===== config.mk =====
export PLATFORM = sky130hd
export DESIGN_NAME = accel_host_if
export DESIGN_NICKNAME = d
export VERILOG_FILES = /design/src/rtl/accel_host_if.sv
export SDC_FILE = /design/constraint.sdc
export NUM_CORES = 2
export LEC_CHECK = 0
export ABC_AREA = 1
export CORE_UTILIZATION = 51
export DETAILED_ROUTE_END_ITERATION = 7
export PLACE_DENSITY = 0.72
export RECOVER_POWER = 25
export REMOVE_ABC_BUFFERS = 1
export SYNTH_ARGS = -nofsm -noshare
export SYNTH_HDL_FRONTEND = slang
export SYNTH_SLANG_ARGS = --single-unit

===== constraint.sdc =====
create_clock -name clk -period 49.7 [get_ports clk]
set_input_delay 14.91 -clock clk [delete_from_list [all_inputs] [get_ports clk]]
set_output_delay 14.91 -clock clk [all_outputs]
set_load 0.01 [all_outputs]

===== src/rtl/accel_host_if.sv =====
// Host-side wrapper for an N x N matrix accelerator: holds operand and result banks,
// streams A/B operands as N*N beats, then captures the flattened result on acc_done.
module accel_host_if #(
  parameter int N       = 4,
  parameter int W       = 32,
  parameter int TIMEOUT = 64
) (
  input  logic                    clk,
  input  logic                    rst,
  input  logic                    wr_en,
  input  logic                    wr_sel,
  input  logic [$clog2(N*N)-1:0]  wr_addr,
  input  logic [W-1:0]            wr_data,
  input  logic                    go,
  input  logic [$clog2(N*N)-1:0]  rd_addr,
  output logic [W-1:0]            rd_data,
  output logic                    busy,
  output logic                    res_valid,
  output logic                    err,
  output logic                    acc_start,
  output logic                    acc_in_valid,
  output logic [W-1:0]            acc_a,
  output logic [W-1:0]            acc_b,
  input  logic                    acc_done,
  input  logic [N*N*W-1:0]        acc_result_flat
);

  localparam int AW = $clog2(N*N);
  localparam int TW = $clog2(TIMEOUT + 1);
  localparam logic [AW-1:0] LAST_BEAT = AW'(N*N - 1);
  localparam logic [TW-1:0] TO_LAST   = TW'(TIMEOUT - 1);

  typedef enum logic [2:0] {
    IDLE,
    START,
    STREAM,
    WAIT,
    CAPTURE
  } state_t;

  state_t state, state_nxt;

  logic [W-1:0]  a_bank   [N*N];
  logic [W-1:0]  b_bank   [N*N];
  logic [W-1:0]  res_bank [N*N];
  logic [AW-1:0] beat;
  logic [TW-1:0] tcnt;

  always_ff @(posedge clk) begin
    if (rst) state <= IDLE;
    else     state <= state_nxt;
  end

  // acc_done before WAIT is a protocol violation and aborts the run.
  always_comb begin
    state_nxt = state;
    case (state)
      IDLE:    if (go) state_nxt = START;
      START:   state_nxt = acc_done ? IDLE : STREAM;
      STREAM: begin
        if (acc_done)                state_nxt = IDLE;
        else if (beat == LAST_BEAT)  state_nxt = WAIT;
      end
      WAIT: begin
        if (acc_done)               state_nxt = CAPTURE;
        else if (tcnt == TO_LAST)   state_nxt = IDLE;
      end
      CAPTURE: state_nxt = IDLE;
      default: state_nxt = IDLE;
    endcase
  end

  always_comb begin
    busy         = (state != IDLE);
    acc_start    = 1'b0;
    acc_in_valid = 1'b0;
    acc_a        = '0;
    acc_b        = '0;
    case (state)
      START:  acc_start = 1'b1;
      STREAM: begin
        acc_in_valid = 1'b1;
        acc_a        = a_bank[beat];
        acc_b        = b_bank[beat];
      end
      default: ;
    endcase
  end

  always_ff @(posedge clk) begin
    if (rst) begin
      for (int unsigned i = 0; i < N*N; i++) begin
        a_bank[i]   <= '0;
        b_bank[i]   <= '0;
        res_bank[i] <= '0;
      end
      beat      <= '0;
      tcnt      <= '0;
      res_valid <= 1'b0;
      err       <= 1'b0;
    end else begin
      case (state)
        IDLE: begin
          if (wr_en) begin
            if (wr_sel) b_bank[wr_addr] <= wr_data;
            else        a_bank[wr_addr] <= wr_data;
          end
          if (go) begin
            res_valid <= 1'b0;
            err       <= 1'b0;
            beat      <= '0;
            tcnt      <= '0;
          end
        end
        START: if (acc_done) err <= 1'b1;
        STREAM: begin
          if (acc_done) err  <= 1'b1;
          else          beat <= beat + 1'b1;
        end
        WAIT: begin
          if (!acc_done) begin
            if (tcnt == TO_LAST) err  <= 1'b1;
            else                 tcnt <= tcnt + 1'b1;
          end
        end
        CAPTURE: begin
          for (int unsigned i = 0; i < N*N; i++)
            res_bank[i] <= acc_result_flat[i*W +: W];
          res_valid <= 1'b1;
        end
        default: ;
      endcase
    end
  end

  assign rd_data = res_bank[rd_addr];

endmodule


==> out/results.ini <==
[clock_network]
clockBufferDepth=3
cts_tree=built
htree_levels=4
cts_root_buffer=clkbuf_16
clkSinkCount=1556
clk_latency_ns=0.81
cts_buffers=161
clk_pin_slew_ns=0.06
post_cts_buffers=0
hold_buffers=0
cts_resized=0

[synthesis]
yosysMostFrequentCell=nand2_1
syn_avg_cell_area_sq_um=9.05
yosys-top-cells-area=edfxtp_1 62%, nand2_1 9.0%, nor2_1 7.9%
yosysWarnings=0
synth_top_cell_by_area=edfxtp_1
synth_cells=8190
synth_ff_type=edfxtp_1
yosysUniqueCellTypes=26
synth.top_cells.by_count=1786 x nand2_1, 1551 x nor2_1, 1536 x edfxtp_1, 1345 x inv_1, 849 x nand3_1
async_flop_share=0
syn_area_sq_um=74100
synth_enable_flop_cells=1536
synth_top_area_share=0.622
yosysSeqAreaShare=0.628
ys_ff_latch=1556

[sta]
fin_crit_sh=0.677
period_minus_slack_ns=33.64
rsz0062_at_grt=no
setup_viol_count_final=0
setup_tns_ns=0
hold_viol=0
worstMarginPinSlew_ns=7.55
max_freq_mhz=29.7
layout_setup_ws_ns=16.06
hold_ws_ns=0.463
relSlewSlack=-4.03
slew_violations=936
fin_skew_ns=0.0264

[power]
powerDensity_nw_per_um2=36.8
power.leakage_nw=37.8
vdd_ir_drop_max_uv=27.3

[global_route]
grt_use_total=0.315
overflow=0
grt_use_met1=0.408
grt_pass1_wl_mm=343
busiest_layer=met2
met3_usage=0.0597
grt_max_degree=222
grt_pass1_vias=54700
gr-usage-met2=0.509
antenna_found_initial=35

[placed_design]
portBuffers=658
dp_cells=10300
post-dp-hpwl_mm=140
pre_cts_slack_ns=16.23
gp_congestion=0.949

[worst_setup_path]
crit_required_ns=34.79
arrival_ns=18.73
worstSetupEndpoint=rd_data[24]
r2r-start=state[1]
crit_path_max_fanout=154
crit-reg2reg-capture=res_bank[3][23]
end_kind=output pin
cp-start-kind=input port
ff2ff_setup_slack_ns=43.66
critical_path_class=in2out
worstRegToRegCells=5
crit_start=rd_addr[0]

[routing]
vias=58400
drt_iter0_drc=7431
routedWlPerCell_microns=22.5
drc=142
wirelength_mm=237
detail_route.vias_per_cell=5.52
ant_nets=0
dr.pass1.iters=8

[final_layout]
fillers=12000
fin_util=0.599
final-seq-area_sq_um=46500
area_growth_pct=16.3
drive_above_1_share=0.0421
nets=9074
stdcell_count=10600
multi_input_area_sq_um=19900

[floorplanning]
die_w_microns=383
start_util=0.515
core_area_sq_um=144000
dieArea_sq_um=147000
die_h_microns=383
ios=659
num_rows=139

[run_status]
violations=DRC, capacitance limit, slew limit
outcome=finished with violations

[flow_run]
drv_cap=21

[min_path]
hp-class=reg2reg

-- through the flow --
step | total power, W | area [sq um]
after global routing | 0.00327 | 86200
after global placement | 0.00201 | 81300
final | 0.00318 | 86200
after floorplan | 0.00188 | 71500
after CTS | 0.00317 | 86300
after detailed placement | 0.00202 | 81300
-- final cells by class --
class / instances / area share
inverter: 1350 / 0.0590
clock buffer: 203 / 0.0500
sequential: 1556 / 0.540
antenna: 31 / 0.000900
multi-input combinational: 4706 / 0.231
timing repair buffer: 739 / 0.0834
clock inverter: 83 / 0.00803
tap: 1903 / 0.0276
-- metal layers --
metal	routed length, microns	up-vias
met2	113000	3633
met4	10600	6
met1	87300	27600
met3	26000	553
li1	-	26500
met5	41	-
-- how the worst min path moves through the flow --
stage,from,to,slack (ns),cells past startpoint
after CTS,err,err,0.47,2
after floorplan,tcnt[4],tcnt[4],0.46,2
after global placement,err,err,0.45,2
after global routing,err,err,0.49,2
after detailed placement,err,err,0.45,2
final,err,err,0.46,2
-- state kept, by name, summed over array words and instances, names as in the netlist, named ones only --
| signal | flops |
|---|---|
| b_bank | 512 |
| res_valid | 1 |
| a_bank | 512 |
| beat | 4 |
| state | 3 |
| err | 1 |
| tcnt | 7 |
| res_bank | 512 |
-- cell families after synthesis --
logic type      count (synthesis)  synth area share
xor+xnor                        1          0.000118
buf+inv                      1928             0.104
flops                        1556             0.628
fa+ha+maj                       2          0.000337
simple gates                 4238             0.232
compound gates                465            0.0358
-- layout by cell type (no fill, tap or decap), drive strengths merged --
cell type | synthesis | final
o21ai | 133 | 133
or2 | 1 | 1
o21a | 1 | 1
o211ai | 129 | 129
nor2 | 1573 | 1573
diode | 0 | 31
nand2 | 1808 | 1808
nand3 | 849 | 849
dlygate4sd3 | 0 | 3
buf | 192 | 74
edfxtp | 1536 | 1536
inv | 1350 | 1357
xor2 | 1 | 1
bufinv | 0 | 9
nor3 | 4 | 4
o21bai | 1 | 1
a21oi | 201 | 201
nand4 | 3 | 3
clkinvlp | 0 | 3
ha | 2 | 2
clkinv | 0 | 64
clkdlybuf4s50 | 0 | 650
clkbuf | 386 | 215
dfxtp | 20 | 20
-- report_power, final --
part / total (W) / internal (W) / leakage, nW / switching, W
logic: 0.000478 / 0.000150 / 19.3 / 0.000328
registers: 0.00152 / 0.00150 / 16.0 / 0.0000256
clock network: 0.00117 / 0.000660 / 2.45 / 0.000514
-- critical path: stages --
cell and delay [ns]:
buf_8 0.54, buf_4 0.85, buf_4 0.93, o21ai_0 0.31, nand3_1 0.14, nand3_1 0.10
nand2_1 0.11, clkdlybuf4s50_1 0.54
Note: power is estimated with default switching activity, not from simulation.
